<file path="config.mk">
export PLATFORM = sky130hd
export DESIGN_NAME = plru_alloc_ctrl_flat
export DESIGN_NICKNAME = d
export VERILOG_FILES = /design/src/rtl/plru_alloc_ctrl_if.sv /design/src/rtl/plru_alloc_ctrl.sv /design/src/flat_wrapper.sv
export SDC_FILE = /design/constraint.sdc
export NUM_CORES = 1
export LEC_CHECK = 0
export BUFFER_PORTS_ARGS = -buffer_cell sky130_fd_sc_hd__buf_4
export CORE_MARGIN = 2
export CORE_UTILIZATION = 50
export DETAILED_ROUTE_END_ITERATION = 8
export GPL_TIMING_DRIVEN = 0
export PLACE_DENSITY_LB_ADDON = 0.08
export SETUP_SLACK_MARGIN = 0.3
export SLEW_MARGIN = 20
export SYNTH_ARGS = -nofsm -noshare
export SYNTH_HDL_FRONTEND = slang
export SYNTH_SLANG_ARGS = --single-unit
export TNS_END_PERCENT = 50
</file>
<file path="constraint.sdc">
create_clock -name clk -period 3.6 [get_ports clk]
set_input_delay 0.36 -clock clk [delete_from_list [all_inputs] [get_ports clk]]
set_output_delay 0.36 -clock clk [all_outputs]
set_load 0.05 [all_outputs]
</file>
<file path="src/rtl/plru_alloc_ctrl_if.sv">
// Handshake and side-traffic bundle between tag-compare/fill engine and the
// PLRU victim allocation controller.
interface plru_alloc_ctrl_if #(
    parameter int SET_W = 4
) ();
    logic             hit_valid;
    logic [SET_W-1:0] hit_set;
    logic [1:0]       hit_way;
    logic             miss_valid;
    logic             miss_ready;
    logic [SET_W-1:0] miss_set;
    logic             vic_valid;
    logic             vic_ready;
    logic [SET_W-1:0] vic_set;
    logic [1:0]       vic_way;
    logic             inv_valid;
    logic [SET_W-1:0] inv_set;
    logic [1:0]       inv_way;
    logic             flush_req;
    logic             flush_busy;

    modport master (
        output hit_valid, hit_set, hit_way,
        output miss_valid, miss_set,
        input  miss_ready,
        input  vic_valid, vic_set, vic_way,
        output vic_ready,
        output inv_valid, inv_set, inv_way,
        output flush_req,
        input  flush_busy
    );

    modport slave (
        input  hit_valid, hit_set, hit_way,
        input  miss_valid, miss_set,
        output miss_ready,
        output vic_valid, vic_set, vic_way,
        input  vic_ready,
        input  inv_valid, inv_set, inv_way,
        input  flush_req,
        output flush_busy
    );
endinterface

</file>
<file path="src/rtl/plru_alloc_ctrl.sv">
// Per-set tree-PLRU victim allocator for a 4-way tag array: registered victim
// response over valid/ready, hit touches, invalidates and a sequential flush sweep.
module plru_alloc_ctrl #(
    parameter int NSETS = 16
) (
    input logic              clk,
    input logic              rst_n,
    plru_alloc_ctrl_if.slave bus
);
    localparam int SET_W = $clog2(NSETS);

    typedef enum logic [1:0] {IDLE, LOOKUP, RESP, FLUSH} state_t;

    state_t           state, state_nxt;
    logic [2:0]       tree      [NSETS];
    logic [3:0]       valid     [NSETS];
    logic [2:0]       tree_nxt  [NSETS];
    logic [3:0]       valid_nxt [NSETS];
    logic             flush_pending;
    logic [SET_W:0]   sweep_cnt;
    logic [SET_W-1:0] lk_set;
    logic [1:0]       vic_way_q;
    logic [SET_W-1:0] vic_set_q;
    logic [1:0]       victim;
    logic             miss_ready;
    logic             miss_fire;
    logic             alloc_fire;
    logic             sweep_last;

    // Tree bits: [2] root, [1] left pair, [0] right pair; each points at the colder side.
    function automatic logic [2:0] touch(input logic [2:0] t, input logic [1:0] w);
        logic [2:0] r;
        r = t;
        case (w)
            2'd0: begin r[2] = 1'b1; r[1] = 1'b1; end
            2'd1: begin r[2] = 1'b1; r[1] = 1'b0; end
            2'd2: begin r[2] = 1'b0; r[0] = 1'b1; end
            default: begin r[2] = 1'b0; r[0] = 1'b0; end
        endcase
        return r;
    endfunction

    function automatic logic [1:0] pick_victim(input logic [2:0] t, input logic [3:0] v);
        if (!v[0])      return 2'd0;
        else if (!v[1]) return 2'd1;
        else if (!v[2]) return 2'd2;
        else if (!v[3]) return 2'd3;
        else if (!t[2]) return t[1] ? 2'd1 : 2'd0;
        else            return t[0] ? 2'd3 : 2'd2;
    endfunction

    assign miss_ready = (state == IDLE) && !flush_pending && rst_n;
    assign miss_fire  = bus.miss_valid && miss_ready;
    assign alloc_fire = (state == RESP) && bus.vic_ready;
    assign sweep_last = (sweep_cnt == (SET_W+1)'(NSETS-1));

    // Ordering per set: hit touch, then invalidate, then allocation (wins shared bits), then flush clear.
    always_comb begin
        for (int s = 0; s < NSETS; s++) begin
            tree_nxt[s]  = tree[s];
            valid_nxt[s] = valid[s];
            if (bus.hit_valid && (state != FLUSH) && (bus.hit_set == SET_W'(s)))
                tree_nxt[s] = touch(tree_nxt[s], bus.hit_way);
            if (bus.inv_valid && (bus.inv_set == SET_W'(s)))
                valid_nxt[s][bus.inv_way] = 1'b0;
            if (alloc_fire && (vic_set_q == SET_W'(s))) begin
                tree_nxt[s]             = touch(tree_nxt[s], vic_way_q);
                valid_nxt[s][vic_way_q] = 1'b1;
            end
            if ((state == FLUSH) && (sweep_cnt[SET_W-1:0] == SET_W'(s))) begin
                tree_nxt[s]  = 3'b000;
                valid_nxt[s] = 4'b0000;
            end
        end
    end

    assign victim = pick_victim(tree_nxt[lk_set], valid_nxt[lk_set]);

    always_comb begin
        state_nxt = state;
        case (state)
            IDLE: begin
                if (flush_pending)  state_nxt = FLUSH;
                else if (miss_fire) state_nxt = LOOKUP;
            end
            LOOKUP: state_nxt = RESP;
            RESP:   if (bus.vic_ready) state_nxt = IDLE;
            FLUSH:  if (sweep_last) state_nxt = IDLE;
            default: state_nxt = IDLE;
        endcase
    end

    always_ff @(posedge clk) begin
        if (!rst_n) state <= IDLE;
        else        state <= state_nxt;
    end

    always_ff @(posedge clk) begin
        if (!rst_n) begin
            for (int s = 0; s < NSETS; s++) begin
                tree[s]  <= 3'b000;
                valid[s] <= 4'b0000;
            end
            flush_pending <= 1'b0;
            sweep_cnt     <= '0;
            lk_set        <= '0;
            vic_way_q     <= 2'd0;
            vic_set_q     <= '0;
        end else begin
            for (int s = 0; s < NSETS; s++) begin
                tree[s]  <= tree_nxt[s];
                valid[s] <= valid_nxt[s];
            end
            if ((state == IDLE) && flush_pending)
                flush_pending <= 1'b0;
            else if (bus.flush_req && (state != FLUSH))
                flush_pending <= 1'b1;
            if (state == FLUSH) sweep_cnt <= sweep_cnt + 1'b1;
            else                sweep_cnt <= '0;
            if ((state == IDLE) && !flush_pending && bus.miss_valid)
                lk_set <= bus.miss_set;
            if (state == LOOKUP) begin
                vic_way_q <= victim;
                vic_set_q <= lk_set;
            end
        end
    end

    assign bus.miss_ready = miss_ready;
    assign bus.vic_valid  = (state == RESP);
    assign bus.vic_way    = vic_way_q;
    assign bus.vic_set    = vic_set_q;
    assign bus.flush_busy = (state == FLUSH);
endmodule

</file>
<file path="src/flat_wrapper.sv">
// flat-port wrapper written by rule: the top's interface ports become plain ports
module plru_alloc_ctrl_flat 
#(
    parameter int NSETS = 16
)
  (clk, rst_n, bus_hit_valid, bus_hit_set, bus_hit_way, bus_miss_valid, bus_miss_set, bus_miss_ready, bus_vic_valid, bus_vic_set, bus_vic_way, bus_vic_ready, bus_inv_valid, bus_inv_set, bus_inv_way, bus_flush_req, bus_flush_busy);
  plru_alloc_ctrl_if #(.SET_W((4))) bus_i ();
  input logic clk;
  input logic rst_n;
  input wire logic [$bits(bus_i.hit_valid)-1:0] bus_hit_valid;
  input wire logic [$bits(bus_i.hit_set)-1:0] bus_hit_set;
  input wire logic [$bits(bus_i.hit_way)-1:0] bus_hit_way;
  input wire logic [$bits(bus_i.miss_valid)-1:0] bus_miss_valid;
  input wire logic [$bits(bus_i.miss_set)-1:0] bus_miss_set;
  output wire logic [$bits(bus_i.miss_ready)-1:0] bus_miss_ready;
  output wire logic [$bits(bus_i.vic_valid)-1:0] bus_vic_valid;
  output wire logic [$bits(bus_i.vic_set)-1:0] bus_vic_set;
  output wire logic [$bits(bus_i.vic_way)-1:0] bus_vic_way;
  input wire logic [$bits(bus_i.vic_ready)-1:0] bus_vic_ready;
  input wire logic [$bits(bus_i.inv_valid)-1:0] bus_inv_valid;
  input wire logic [$bits(bus_i.inv_set)-1:0] bus_inv_set;
  input wire logic [$bits(bus_i.inv_way)-1:0] bus_inv_way;
  input wire logic [$bits(bus_i.flush_req)-1:0] bus_flush_req;
  output wire logic [$bits(bus_i.flush_busy)-1:0] bus_flush_busy;
  assign bus_i.hit_valid = bus_hit_valid;
  assign bus_i.hit_set = bus_hit_set;
  assign bus_i.hit_way = bus_hit_way;
  assign bus_i.miss_valid = bus_miss_valid;
  assign bus_i.miss_set = bus_miss_set;
  assign bus_miss_ready = bus_i.miss_ready;
  assign bus_vic_valid = bus_i.vic_valid;
  assign bus_vic_set = bus_i.vic_set;
  assign bus_vic_way = bus_i.vic_way;
  assign bus_i.vic_ready = bus_vic_ready;
  assign bus_i.inv_valid = bus_inv_valid;
  assign bus_i.inv_set = bus_inv_set;
  assign bus_i.inv_way = bus_inv_way;
  assign bus_i.flush_req = bus_flush_req;
  assign bus_flush_busy = bus_i.flush_busy;
  plru_alloc_ctrl #(.NSETS(NSETS)) u_core (.clk(clk), .rst_n(rst_n), .bus(bus_i));
endmodule
</file>
# After elaboration in Yosys (flattened, before gate mapping)
# Memory sizes are Yosys's and may differ from the RTL's.
# Cells that the tools add are included.
[word_totals]
output_inout_bits = 9
memories = 2
register_bits = 18
ramBits = 112
word_cells = 458
[op_classes]
n_bitwise = 67
n_addsub = 1
n_mux = 218
n_eq_ne = 72
reduce_logical = 87
order_cmp = 5
[mem_list]
columns = ["memory", "depth", "word_bits", "rd", "rd_ports_with_merged_regs", "wr", "line_no", "rtl"]
rows = [
  ["u_core.valid", 16, 4, 16, 0, 16, "plru_alloc_ctrl.sv:16", "logic [3:0] valid [NSETS];"],
  ["u_core.tree", 16, 3, 16, 0, 16, "plru_alloc_ctrl.sv:15", "logic [2:0] tree [NSETS];"],
]
[op_table]
columns = ["cell", "count"]
rows = [
  ["$mux 4", 66],
  ["$mux 3", 66],
  ["$eq 4x4->1 const B", 32],
  ["$pmux 1 s2", 64],
  ["$logic_and 1x1->1", 74],
  ["$and 4x4->4", 16],
  ["$eq 4x3->1 const B", 16],
  ["$or 4x4->4", 16],
  ["$eq 4x2->1 const B", 8],
  ["$or 1x1->1", 32],
  ["$mux 2", 9],
  ["$bmux 4 s4", 1],
  ["$eq 4x1->1 const B", 4],
  ["$logic_not 4->1", 4],
  ["$bmux 3 s4", 1],
  ["$eq 2x2->1 const B", 4],
  ["$mux 1", 8],
  ["$pmux 2 s4", 1],
  ["$eq 2x1->1 const B", 3],
  ["$logic_not 2->1", 3],
  ["$lt 2x3->1 const B", 2],
  ["$reduce_or 2->1", 3],
  ["$add 5x1->5 const B", 1],
  ["$eq 5x4->1 const B", 1],
  ["12 further kinds", 15],
]

# Logic depth before layout (Yosys ltp)
[logic_depth]
depth_word = 17
depth_mapped = 13

# Worst setup path before layout
# No wires, ideal clock.
[synth_path]
path_kind = "flip-flop to flip-flop"
startpoint = "register u_core.vic_set_q[3] (netlist: u_core.bus.vic_set[3])"
endpoint = "register u_core.vic_way_q[0] (netlist: u_core.bus.vic_way[0])"
n_path_buf = 1
path_slack_ns = 0.769
path_stages_with_launch = 10
setup_time_ns = 0.122
required_ns = 3.478
arrival_ns = 2.710
path_cell_list = "dfxtp_1 -> and4bb_2 -> clkbuf_1 -> a222oi_1 -> o31ai_1 -> or4_1 -> a31oi_1 -> a2111oi_2 -> a211oi_1 -> o21ai_1"
[synth_between]
elab_chain_cells = 13
word_cells_on_any_way = 109
cone_classes = "eq/ne (15); mux (77); reduce/logical (17)"
[synth_rtl]
columns = ["item", "line_no", "rtl"]
rows = [
  ["start: declaration", "plru_alloc_ctrl.sv:23", "logic [SET_W-1:0] vic_set_q;"],
  ["start signal: assignment", "plru_alloc_ctrl.sv:124", "vic_set_q <= lk_set;"],
  ["$eq 4x4->1 (tied with other cells)", "plru_alloc_ctrl.sv:66", "if (alloc_fire && (vic_set_q == SET_W'(s))) begin"],
  ["$logic_and 1x1->1", "plru_alloc_ctrl.sv:66", ""],
  ["$mux 3", "plru_alloc_ctrl.sv:66", ""],
  ["$mux 3", "plru_alloc_ctrl.sv:70", "if ((state == FLUSH) && (sweep_cnt[SET_W-1:0] == SET_W'(s))) begin"],
  ["$bmux 3 s4", "plru_alloc_ctrl.sv:77", "assign victim = pick_victim(tree_nxt[lk_set], valid_nxt[lk_set]);"],
  ["$mux 3 (implied by the code) (2 in series)", "plru_alloc_ctrl.sv:77", ""],
  ["$mux 1 (on tied branches)", "plru_alloc_ctrl.sv:48, plru_alloc_ctrl.sv:49", ""],
  ["$mux 2", "plru_alloc_ctrl.sv:48", "else if (!t[2]) return t[1] ? 2'd1 : 2'd0;"],
  ["$mux 2", "plru_alloc_ctrl.sv:47", "else if (!v[3]) return 2'd3;"],
  ["$mux 2", "plru_alloc_ctrl.sv:46", "else if (!v[2]) return 2'd2;"],
  ["$mux 2", "plru_alloc_ctrl.sv:45", "else if (!v[1]) return 2'd1;"],
  ["$mux 2 *", "plru_alloc_ctrl.sv:44", "if (!v[0]) return 2'd0;"],
  ["end signal: assignment", "plru_alloc_ctrl.sv:123", "vic_way_q <= victim;"],
  ["end: declaration", "plru_alloc_ctrl.sv:22", "logic [1:0] vic_way_q;"],
]
# Mark *: on every way between the ends. The rest lies on a longest branch, timed or not. The select of a mux whose other input is x is not followed.
# A chain may end at the register's enable or synchronous reset.

# Worst setup path after layout
[layout_path]
startpoint = "register u_core.lk_set[2]"
endpoint = "register u_core.vic_way_q[0] (netlist: u_core.bus.vic_way[0])"
[layout_between]
elab_chain_cells = 10
word_cells_on_any_way = 14
cone_classes = "mux (13); bitwise (1)"
[layout_rtl]
columns = ["item", "line_no", "rtl"]
rows = [
  ["start: declaration", "plru_alloc_ctrl.sv:21", "logic [SET_W-1:0] lk_set;"],
  ["start signal: assignment", "plru_alloc_ctrl.sv:121", "lk_set <= bus.miss_set;"],
  ["$not 4->5 (implied by the code) *", "plru_alloc_ctrl.sv:77", ""],
  ["$bmux 3 s4", "plru_alloc_ctrl.sv:77", ""],
  ["$mux 3 (implied by the code) (2 in series)", "plru_alloc_ctrl.sv:77", ""],
  ["$mux 1 (on tied branches)", "plru_alloc_ctrl.sv:48, plru_alloc_ctrl.sv:49", ""],
  ["$mux 2", "plru_alloc_ctrl.sv:48", ""],
  ["$mux 2", "plru_alloc_ctrl.sv:47", ""],
  ["$mux 2", "plru_alloc_ctrl.sv:46", ""],
  ["$mux 2", "plru_alloc_ctrl.sv:45", ""],
  ["$mux 2 *", "plru_alloc_ctrl.sv:44", ""],
]
# Marked as above.

==> results by group <==
Status
  • Outcome: completed

Finish
  • Final instance area: 9310 sq um
  • Layout area overhead: 15.1%
  • Nets@finish: 1151
  • Utilization after layout: 0.588
  • Fillers: 1535
  • Sequential Area: 2600 sq um
  • Share of cells above drive strength 1: 0.143
  • Area occupied by multi-input gates: 5120 sq um

Routing
  • Final ANT Viol Nets: 0
  • Routed wire length: 40200 um
  • Via Count: 9939
  • Via/cell ratio: 7.35
  • Routed len/inst: 29.7 um
  • Drt first-iter violations: 1893
  • First-pass DRT Iterations: 8
  • Drt drc: 0

Yosys
  • Syn_area_per_cell: 7.59 sq um
  • Biggest area consumer among synthesized cells: dfxtp_1
  • Post-synthesis compound-gate area fraction: 0.286
  • Top_reg_cell synth: dfxtp_1
  • Adder-cell share of the synthesized area: 0.00773
  • XOR/XNOR Fraction of Synth Area: 0.00217
  • Count leader, synth: dfxtp_1
  • Mux cell area share after synthesis: 0.0121
  • Seq/Total Area, Yosys: 0.322
  • Seq cells post-synth: 130
  • Post-synth top cells: dfxtp_1 (130), nor2_1 (127), nand2_1 (114)
  • Simple-Gate Fraction of Synth Area: 0.317
  • Gate Count Post-Synth: 1066
  • YS warnings: 0
  • Post-Syn Area: 8090 sq um
  • Top area cells in the synthesized netlist: dfxtp_1 (32%), nor2_1 (5.9%), o21ai_0 (5.5%), nand2_1 (5.3%), a21oi_1 (3.7%)
  • Syn_nets: 1094
  • EDFF count, synth: 0
  • FFs w/ async S/R, synth: 0
  • Largest family of logic cells by synthesized area: simple AND/OR/NAND/NOR gates
  • Post-synth top area share: 0.322
  • Post-synth cell types: 96

Setup path
  • Crit path max-delay cell type: clkinv_1
  • CP Max Fanout: 10
  • Startpoint Class: flop
  • Top cell by count, worst path: a2111oi_2
  • Critical path cell sequence: clkbuf_1, clkinv_1, a2111oi_1, a2111oi_2, a31oi_1, a2111oi_2, a211oi_1, o21ai_1
  • CP Data Arrival Time: 3.69 ns
  • WS Path Type: reg2reg
  • Worst path max stage delay: 0.79 ns
  • CP endpoint kind: flop
  • Critical Path RT: 3.93 ns

Floorplan
  • Die Y-Extent: 131 um
  • Core ar.: 15800 sq um
  • Initial Util: 0.511
  • Die Span X: 131 um
  • # rows: 46
  • DIE AREA: 17200 sq um
  • Number of I/O pins: 32

Worst hold path
  • HP Class: in2reg

GRT
  • Largest net degree at the start of global routing: 17
  • Total gr overflow: 0
  • GRT Total Usage: 0.453
  • Vias in the first global route: 9225
  • First-pass GRT wire length: 57800 um
  • Initial antenna violation count: 0

CTS
  • Inserted Clock Buffers: 17
  • Clock network latency to the later pin of the worst-skew pair: 0.44 ns
  • CTS Sinks: 130
  • CTS tree: done
  • Clock Tree Root: clkbuf_16
  • CTS clk-pin slew, worst paths: 0.06 ns
  • H-tree depth: 4
  • Post-CTS Hold Buffers: 0
  • Max clock buf depth: 2

Timing
  • Clock skew: 0.00946 ns
  • Max Fclk: 0.297 GHz
  • Slew headroom: 0.219
  • Fin crit share: 0.935
  • Final hold viol count: 0
  • Setup violators final: 0
  • WHS: 0.144 ns
  • Slew Limit Fails: 0
  • Worst-Margin Slew: 1.16 ns
  • RSZ-0062 raised after global routing: false
  • Final Critical Period: 3.37 ns

Placement
  • Placed cell areas: 8580 sq um
  • PortBufs: 29
  • Detailed placer's ending HPWL: 29800 um
  • GPL Wtd Cong: 1.09

Power
  • Leak: 3.22 nW
  • PD cells: 419 nW/um^2
  • Peak VDD IR: 0.341 mV

Flow run
  • Max-cap viol count: 0
[area by class of cell]
cell class,count,share of cell area
clock buffers,18,0.0472
inverters,16,0.00685
clock inverters,14,0.0141
multi-input cells,837,0.550
diodes,1,0.000269
plain buffers,83,0.0421
repair buffers,38,0.0306
well taps,216,0.0290
flip-flops and latches,130,0.280
[cells by family after synthesis]
logic type      Yosys count
simple gates            484
compound gates          339
flops                   130
buf+inv                  99
mux                       7
fa+ha+maj                 5
xor+xnor                  2
[worst paths after layout]
kind | from | to | slack [ns] | cells past startpoint
max reg2reg | u_core.lk_set[2] | u_core.bus.vic_way[0] | 0.23 | 8
min reg2reg | u_core.sweep_cnt[0] | u_core.sweep_cnt[0] | 0.49 | 1
max | u_core.lk_set[2] | u_core.bus.vic_way[0] | 0.23 | 8
min | bus_miss_set[3] | u_core.lk_set[3] | 0.14 | 3
[state kept, by name, summed over array words and instances, names as in the netlist]
signal,cells
u_core.tree,48
u_core.valid,64
u_core.bus.vic_set,4
u_core.flush_pending,1
u_core.lk_set,4
u_core.sweep_cnt,5
u_core.bus.vic_way,2
u_core.state,2
[worst max-delay path, delay by kind of cell, from the launching register on]
| family | cells | cell delay (ns) |
|---|---|---|
| AO/OA/AOI/OAI | 6 | 1.52 |
| buffers and inverters | 2 | 1.40 |
| flip-flops | 1 | 0.33 |
[cell usage in the layout, fill, tap and decap left out, types with 11 or more instances in the layout]
cell / synthesis / layout
a211oi_1: 17 / 17
a21oi_1: 59 / 58
nand3_1: 50 / 49
nand2_1: 114 / 113
dfxtp_1: 130 / 129
clkbuf_16: 0 / 17
buf_4: 2 / 40
nor2_1: 127 / 122
clkbuf_1: 52 / 43
buf_2: 21 / 22
nor3_1: 35 / 32
nor2b_1: 33 / 33
nand4b_1: 11 / 11
a31oi_1: 19 / 19
nand4_1: 16 / 16
and3_1: 16 / 16
o31ai_1: 15 / 15
inv_1: 14 / 13
o21ai_0: 89 / 87
[timing repair]
action,in CTS,in global routing
setup buffers,3,6
endpoints found under the setup margin,2,2
pin swaps,1,4
resized for setup,10,27
[metal layers]
layer	share of wire	GRT usage	vias to the layer above
met2	0.42	0.673	865
met4	0.082	0.292	0
met3	0.14	0.142	264
met5	0	0	-
met1	0.37	0.568	4697
li1	-	-	4113
[through the flow]
step | cells | setup WS, ns | setup TNS (ns) | total power, mW
floorplan | 1066 | 0.769 | 0 | 1.88
global placement | 1311 | -0.142 | -0.261 | 2.15
detailed placement | 1311 | -0.0986 | -0.117 | 2.15
CTS | 1346 | 0.317 | 0 | 3.83
global route | 1352 | 0.260 | 0 | 3.96
finish | 1353 | 0.234 | 0 | 3.90
[power breakdown]
group / switching, mW / internal [mW]
Sequential: 0.0126 / 1.46
Clock: 0.752 / 0.976
Combinational: 0.514 / 0.188
No activity file was read; power rests on OpenSTA's default activity.
